## config.mk

```make
export PLATFORM = sky130hd
export DESIGN_NAME = reg_file_sb
export DESIGN_NICKNAME = d
export VERILOG_FILES = /design/src/rtl/reg_file_sb.sv
export SDC_FILE = /design/constraint.sdc
export NUM_CORES = 2
export LEC_CHECK = 0
export BUFFER_PORTS_ARGS = -buffer_cell sky130_fd_sc_hd__buf_4
export CAP_MARGIN = 20
export CORE_UTILIZATION = 51
export CTS_BUF_LIST = sky130_fd_sc_hd__clkbuf_8
export CTS_CLUSTER_SIZE = 8
export DETAILED_ROUTE_END_ITERATION = 16
export GPL_TIMING_DRIVEN = 0
export MAX_ROUTING_LAYER = met4
export PLACE_DENSITY = 0.67
export REMOVE_ABC_BUFFERS = 1
export SLEW_MARGIN = 20
export SYNTH_ARGS = -nofsm -noshare
export SYNTH_HDL_FRONTEND = slang
export SYNTH_SLANG_ARGS = --single-unit
```

## constraint.sdc

```tcl
create_clock -name clk -period 7.4 [get_ports clk]
set_clock_uncertainty 0.15 [all_clocks]
set_input_delay 0 -clock clk [delete_from_list [all_inputs] [get_ports clk]]
set_output_delay 0 -clock clk [all_outputs]
set_load 0.02 [all_outputs]
```

## src/rtl/reg_file_sb.sv

```systemverilog
// Register file x1..x31 with write-back scoreboard: two combinational read ports, one write port,
// pending-bit tracking of issued destinations and a hazard stall for RAW/WAW dependencies.
module reg_file_sb #(
    parameter int XLEN   = 32,
    parameter int BYPASS = 1
) (
    input  logic            clk,
    input  logic            reset,
    input  logic [4:0]      rd_num_1,
    input  logic [4:0]      rd_num_2,
    input  logic            rd_use_1,
    input  logic            rd_use_2,
    output logic [XLEN-1:0] rd_data_1,
    output logic [XLEN-1:0] rd_data_2,
    input  logic            issue_en,
    input  logic [4:0]      issue_num,
    input  logic            wr_en,
    input  logic [4:0]      wr_num,
    input  logic [XLEN-1:0] wr_data,
    output logic            stall,
    output logic [5:0]      pending_cnt
);

    localparam bit BP = (BYPASS != 0);

    logic [XLEN-1:0] r_regs [1:31];
    logic [31:1]     r_pend;
    logic [5:0]      r_pending_cnt;

    logic [XLEN-1:0] w_rd_data_1;
    logic [XLEN-1:0] w_rd_data_2;
    logic [31:0]     w_pe;
    logic            w_stall;
    logic            w_issue_acc;
    logic            w_wr_valid;
    logic [31:1]     w_pend_nxt;
    logic [5:0]      w_cnt_nxt;

    assign w_wr_valid = wr_en && (wr_num != 5'd0);

    // Read mux; x0 falls through to zero because no storage entry matches it.
    always_comb begin
        w_rd_data_1 = '0;
        w_rd_data_2 = '0;
        for (int i = 1; i < 32; i++) begin
            if (rd_num_1 == 5'(i)) w_rd_data_1 = r_regs[i];
            if (rd_num_2 == 5'(i)) w_rd_data_2 = r_regs[i];
        end
        if (BP && w_wr_valid) begin
            if (wr_num == rd_num_1) w_rd_data_1 = wr_data;
            if (wr_num == rd_num_2) w_rd_data_2 = wr_data;
        end
    end

    // Effective pending: a same-cycle write-back hides the bit when bypassing.
    always_comb begin
        w_pe = '0;
        for (int i = 1; i < 32; i++) begin
            w_pe[i] = r_pend[i] && !(BP && wr_en && (wr_num == 5'(i)));
        end
    end

    assign w_stall     = (rd_use_1 && w_pe[rd_num_1]) ||
                         (rd_use_2 && w_pe[rd_num_2]) ||
                         (issue_en && w_pe[issue_num]);
    assign w_issue_acc = issue_en && !w_stall && (issue_num != 5'd0);

    // Set from an accepted issue takes priority over a clear from write-back.
    always_comb begin
        w_pend_nxt = r_pend;
        w_cnt_nxt  = '0;
        for (int i = 1; i < 32; i++) begin
            if (w_issue_acc && (issue_num == 5'(i))) begin
                w_pend_nxt[i] = 1'b1;
            end else if (wr_en && (wr_num == 5'(i))) begin
                w_pend_nxt[i] = 1'b0;
            end
        end
        for (int i = 1; i < 32; i++) begin
            w_cnt_nxt = w_cnt_nxt + 6'(w_pend_nxt[i]);
        end
    end

    always_ff @(posedge clk) begin
        if (reset) begin
            for (int i = 1; i < 32; i++) begin
                r_regs[i] <= '0;
            end
            r_pend        <= '0;
            r_pending_cnt <= '0;
        end else begin
            for (int i = 1; i < 32; i++) begin
                if (wr_en && (wr_num == 5'(i))) r_regs[i] <= wr_data;
            end
            r_pend        <= w_pend_nxt;
            r_pending_cnt <= w_cnt_nxt;
        end
    end

    assign rd_data_1   = w_rd_data_1;
    assign rd_data_2   = w_rd_data_2;
    assign stall       = w_stall;
    assign pending_cnt = r_pending_cnt;

endmodule

```

# ---- After elaboration in Yosys (flattened, before gate mapping)
# Memories as Yosys holds them, arrays and structs flattened.
# Cells that the tools add are included.
dict set report totals {
  elab_cells 588
  mem_bits_rw 992
  mem_count 1
  input_bits 58
  register_bits 37
}
dict set report classes {
  n_eq_ne 126
  magnitude_cmp 3
  bitwise_logic 31
  mux 260
  add_sub_neg 30
  n_reduce_logical 135
}
# name depth word_bits read_ports rd_ports_with_merged_regs wr line
set mem_list {}
lappend mem_list {r_regs 31 32 31 0 31 26} ;# logic [XLEN-1:0] r_regs [1:31];
# operator count
set ops {}
lappend ops {{$mux 32} 97}
lappend ops {{$eq 5x5->1 const B} 64}
lappend ops {{$eq 5x4->1 const B} 32}
lappend ops {{$mux 1} 160}
lappend ops {{$add 6x1->6} 25}
lappend ops {{$logic_and 1x1->1} 99}
lappend ops {{$eq 5x3->1 const B} 16}
lappend ops {{$eq 5x2->1 const B} 8}
lappend ops {{$logic_not 1->1} 32}
lappend ops {{$or 1x1->1} 31}
lappend ops {{$eq 5x1->1 const B} 4}
lappend ops {{$lt 5x6->1 const B} 3}
lappend ops {{$bmux 1 s5} 3}
lappend ops {{$eq 5x5->1} 2}
lappend ops {{$reduce_bool 5->1} 2}
lappend ops {{$add 5x1->6} 1}
lappend ops {{$add 4x1->5} 1}
lappend ops {{$add 3x1->4} 1}
lappend ops {{$add 2x1->3} 1}
lappend ops {{$add 1x1->2} 1}
lappend ops {{$logic_or 1x1->1} 2}

# ---- Longest topological paths before layout
dict set report logic_depth {
  depth_word 44
  depth_mapped 28
}

# ---- Worst setup path before layout
# Ideal clock, no wire load.
dict set report synth_timing {
  kind {input to register}
  start {input port wr_num[0]}
  end {register r_pending_cnt[4] (netlist: pending_cnt[4])}
  n_path_buf 4
  path_slack_ns 0.558
  arrival_ns 6.564
  path_stages 27
  required_ns 7.122
  path_cell_list {buf_2 -> or2_2 -> buf_2 -> o21ai_1 -> nor3_1 -> o2111ai_1 -> a2111o_1 -> nand4_1 -> or4_1 -> clkbuf_1 -> buf_4 -> o21a_1 -> fa_1 -> fa_1 -> fa_1 -> fa_1 -> inv_1 -> fa_1 -> inv_1 -> fa_1 -> fa_1 -> fa_1 -> inv_1 -> a21o_1 -> a21oi_1 -> xor2_1 -> nor2_1}
}
dict set report synth_between {
  elab_chain_len 44
  word_cells_on_any_way 261
  cone_classes {30 x add/sub; 31 x eq/ne; 68 x mux; 132 x reduce/logical}
}
# element line
set synth_lines {}
lappend synth_lines {{from (decl)} 18} ;# input logic [4:0] wr_num,
lappend synth_lines {{$eq 5x1->1 (tied with other cells)} {59, 75}}
lappend synth_lines {{$logic_and 1x1->1} {59, 75}}
lappend synth_lines {{$logic_not 1->1} 59} ;# w_pe[i] = r_pend[i] && !(BP && wr_en && (wr_num == 5'(i)));
lappend synth_lines {{$logic_and 1x1->1} 59}
lappend synth_lines {{$bmux 1 s5 (on tied branches)} {63, 64}}
lappend synth_lines {{$mux 1 (on tied branches)} {63, 64}}
lappend synth_lines {{$logic_and 1x1->1 (on tied branches)} {63, 64}}
lappend synth_lines {{$logic_or 1x1->1} 63} ;# assign w_stall = (rd_use_1 && w_pe[rd_num_1]) ||
lappend synth_lines {{(+5 left out)} n/a}
lappend synth_lines {{$mux 1} 73} ;# if (w_issue_acc && (issue_num == 5'(i))) begin
lappend synth_lines {{$add 1x1->2} 80} ;# w_cnt_nxt = w_cnt_nxt + 6'(w_pend_nxt[i]);
lappend synth_lines {{$add 2x1->3} 80}
lappend synth_lines {{$add 3x1->4} 80}
lappend synth_lines {{$add 4x1->5} 80}
lappend synth_lines {{$add 5x1->6} 80}
lappend synth_lines {{$add 6x1->6 (24 in series)} 80}
lappend synth_lines {{$add 6x1->6 *} 80}
lappend synth_lines {{to (signal assigned)} 96} ;# r_pending_cnt <= w_cnt_nxt;
lappend synth_lines {{to (decl)} 28} ;# logic [5:0] r_pending_cnt;
# Every way passes the cells marked *; elsewhere a longest branch is shown, timed or not. The select of a mux whose other input is x is not followed.
# A chain may end at the register's enable or synchronous reset.

# ---- Worst setup path after layout
dict set report layout_timing {
  start {input port rd_num_2[3]}
  end {register r_pending_cnt[4] (netlist: pending_cnt[4])}
}
dict set report layout_between {
  elab_chain_len 40
  word_cells_on_any_way 100
  cone_classes {30 x add/sub; 33 x mux; 37 x reduce/logical}
}
# element line
set layout_lines {}
lappend layout_lines {{from (decl)} 10} ;# input logic [4:0] rd_num_2,
lappend layout_lines {{$bmux 1 s5 *} 64} ;# (rd_use_2 && w_pe[rd_num_2]) ||
lappend layout_lines {{$mux 1 (implied by the code) *} 64}
lappend layout_lines {{$logic_and 1x1->1 *} 64}
lappend layout_lines {{$logic_or 1x1->1 *} 63}
lappend layout_lines {{$logic_or 1x1->1 *} 64}
lappend layout_lines {{$logic_not 1->1 *} 66} ;# assign w_issue_acc = issue_en && !w_stall && (issue_num != 5'd0);
lappend layout_lines {{$logic_and 1x1->1 * (2 in series)} 66}
lappend layout_lines {{$logic_and 1x1->1} 73}
lappend layout_lines {{$mux 1} 73}
lappend layout_lines {{$add 1x1->2} 80}
lappend layout_lines {{$add 2x1->3} 80}
lappend layout_lines {{$add 3x1->4} 80}
lappend layout_lines {{$add 4x1->5} 80}
lappend layout_lines {{$add 5x1->6} 80}
lappend layout_lines {{$add 6x1->6 (24 in series)} 80}
lappend layout_lines {{$add 6x1->6 *} 80}
# Marked as above.

==> metrics.txt <==
clk slew on worst S/H paths=0.07 ns; global-route wire length before repair=355000 µm; internal power=9610 µW; top_reg_cell synth=edfxtp_1; Cells after Synth=5679; DRC=0; CTS Buf Count=177; CP top delay family=adder cells; 1st-iter DRT viols=10500; Comb pwr share=15.0%; CTS tree=built; Power per Cell Area=204 nW/µm²; fin. max-slew vios=0; H-tree Lvls=4; router iterations before antenna repair=12; #FFs+latches synth=1029; vias per cell=7.30; area occupied by multi-input gates=26400 µm²; average cell area after synthesis=10.3 µm²; # clock sinks=1029; synth top area cells=edfxtp_1, and2_1, o21ai_0; Post-Route WL=254000 µm; Distinct cells, synth=90; Sw Pwr=4070 µW; Synth Warn #=0; Worst-Skew Late Latency=0.89 ns; fin crit share=98.0%; final global-route overflow total=0; final hold viol count=0; placed insts=6959; via count=53800; fin nets=5824; Hold/Removal Path Class=in -> reg; Post-synth EDFFs=992; most used cell, CP=fa_1; most numerous cell in the Yosys netlist=edfxtp_1; CP Data Required Time=8.00 ns; # IOs=129; WS Path Type=in -> reg; status=finished, final reports clean; min-delay src=wr_data[3]; post-route cell area=67200 µm²; post-synth top area share=51.0%; # Max-Cap Violations=0; pin count of the biggest net entering global routing=139; Slew @ Worst Pin=1.25 ns; total track usage=43.5%; CP endpoint kind=flop; Worst slew margin=16.5%; GPL Wtd Cong=0.995; crit-path max FO=42; WL per Instance=34.4 µm; Leak=0.0235 µW; die height=340 µm; dpl cell area=63000 µm²; Die ar.=116000 µm²; vias in the first global route=51300; Peak VDD IR=162 µV; sequential share of power=50.5%; switching share of power=29.7%; Seq/Total Area, Yosys=52.3%; layout cells sized above 1=14.5%; Final HPWL DP=170000 µm; synthesis-to-layout area growth=15.0%; Max Clock Freq=138 MHz; Critical path origin=rd_num_2[3]; final setup fails=0; post-route antenna net violation count=0; Final Non-Filler Cells=7369; fin crit period=7.26 ns; std cell rows=123; CTS root buffer=clkbuf_8; Worst path max stage delay=0.95 ns; post-synth top area cell=edfxtp_1; synth cell count leaders=edfxtp_1, and2_1, clkbuf_1; register area=30500 µm²; Port Buffers=128; Arr. time, crit path=7.86 ns; CP Cell Sequence=buf_4, nand2_1, o311a_1, o31ai_1, nor3_2, or4_4, o31a_1, fa_1, inv_1, fa_2, fa_1, inv_1, fa_1, inv_1, fa_1, inv_1, fa_1, fa_2, fa_1, inv_1, a21o_1, a21oi_1, xor2_1, nor2_1; Setup TNS=0 ns; core area=113000 µm²; reg-to-reg startpoint=r_pend[12]; die width=340 µm; Worst Path Buf+Inv=6; Async SR Flop Fraction=0%; Tot Pwr=13700 µW; initial antenna violation count=8; CP Launch Type=primary input; synthesized area=58400 µm²; Initial Util=51.7%; clock network power share=34.5%; CP max-delay cell=nand2_1; filler instances=9429; Max clock buf depth=3
## what timing repair did
item / CTS / global route
gates cloned: 1 / 2
endpoints found under the setup margin: 6 / 3
endpoints found under the hold margin: 1184 / 1
pin swaps: 0 / 6
buffers inserted: 1 / 5
hold buffers: 86 / 1
gates resized for setup: 13 / 26
## sequential cells by signal, summed over array words and instances, names as in the netlist
name,count
pending_cnt,6
r_pend,31
r_regs,992
## tightest hold or removal path, cell delays in order
cell and delay (ns):
dlygate4sd3_1 0.54, buf_4 0.23, and2_1 0.18
## kinds of logic after synthesis
logic type      share of synthesized area (%)
simple gates                             19.4
compound gates                           19.3
flops                                    52.3
buf+inv                                  4.11
mux                                      3.69
fa+ha+maj                               0.938
xor+xnor                                0.240
## power groups by stage
stage	sequential, µW	combinational, µW	clock (µW)
floorplan	6950	841	0
global placement	7020	1740	0
detailed placement	7010	1900	0
CTS	6890	1940	4670
global route	6930	2080	4910
finish	6910	2060	4710
## cell type report
type | instances | share of cell area (%)
clock inverter | 124 | 0.776
tap | 1500 | 2.79
clock buffer | 182 | 3.73
inverter | 39 | 0.246
sequential | 1029 | 45.4
multi-input combinational | 4049 | 39.3
antenna | 6 | 0.0223
timing repair buffer | 440 | 7.70
## path summary, 6_finish.rpt
| path | to | slack (ns) | cells after the start |
|---|---|---|---|
| max | pending_cnt[4] | 0.14 | 24 |
| min | r_regs[0][323] | 0.07 | 3 |
| max reg2reg | pending_cnt[4] | 0.33 | 24 |
| min reg2reg | r_pend[2] | 0.37 | 2 |
## cells in the final DEF, fill, tap and decap left out, drive strengths merged, types with 75 or more instances in the layout
master / n
a21oi: 315
a221oi: 75
a22oi: 135
and2: 974
buf: 351
clkbuf: 183
dlygate4sd3: 84
edfxtp: 992
inv: 109
mux2i: 104
nand2: 303
nor2: 327
nor3: 124
o21ai: 450
o22ai: 277
## metrics by stage
step,setup WS (ns),util (%),hold WS (ns)
5_1_grt,-0.00162,59.5,0.0898
6_report,0.145,59.5,0.0723
2_1_floorplan,-0.245,-,-0.0833
4_1_cts,0.0488,59.3,0.0114
3_3_place_gp,-6.75,52.2,0.236
3_5_place_dp,-1.84,55.8,0.240
## routing by layer
metal | GRT usage (%) | vias to the layer above | part of all wire, % | wire [µm]
met3 | 12.2 | 1258 | 15 | 38300
met5 | - | - | 0 | 0
met1 | 53.9 | 25800 | 34 | 86300
met2 | 62.3 | 5242 | 43 | 108000
li1 | - | 21500 | - | -
met4 | 28.3 | 0 | 8.2 | 20800
Note: power is estimated with default switching activity, not from simulation.
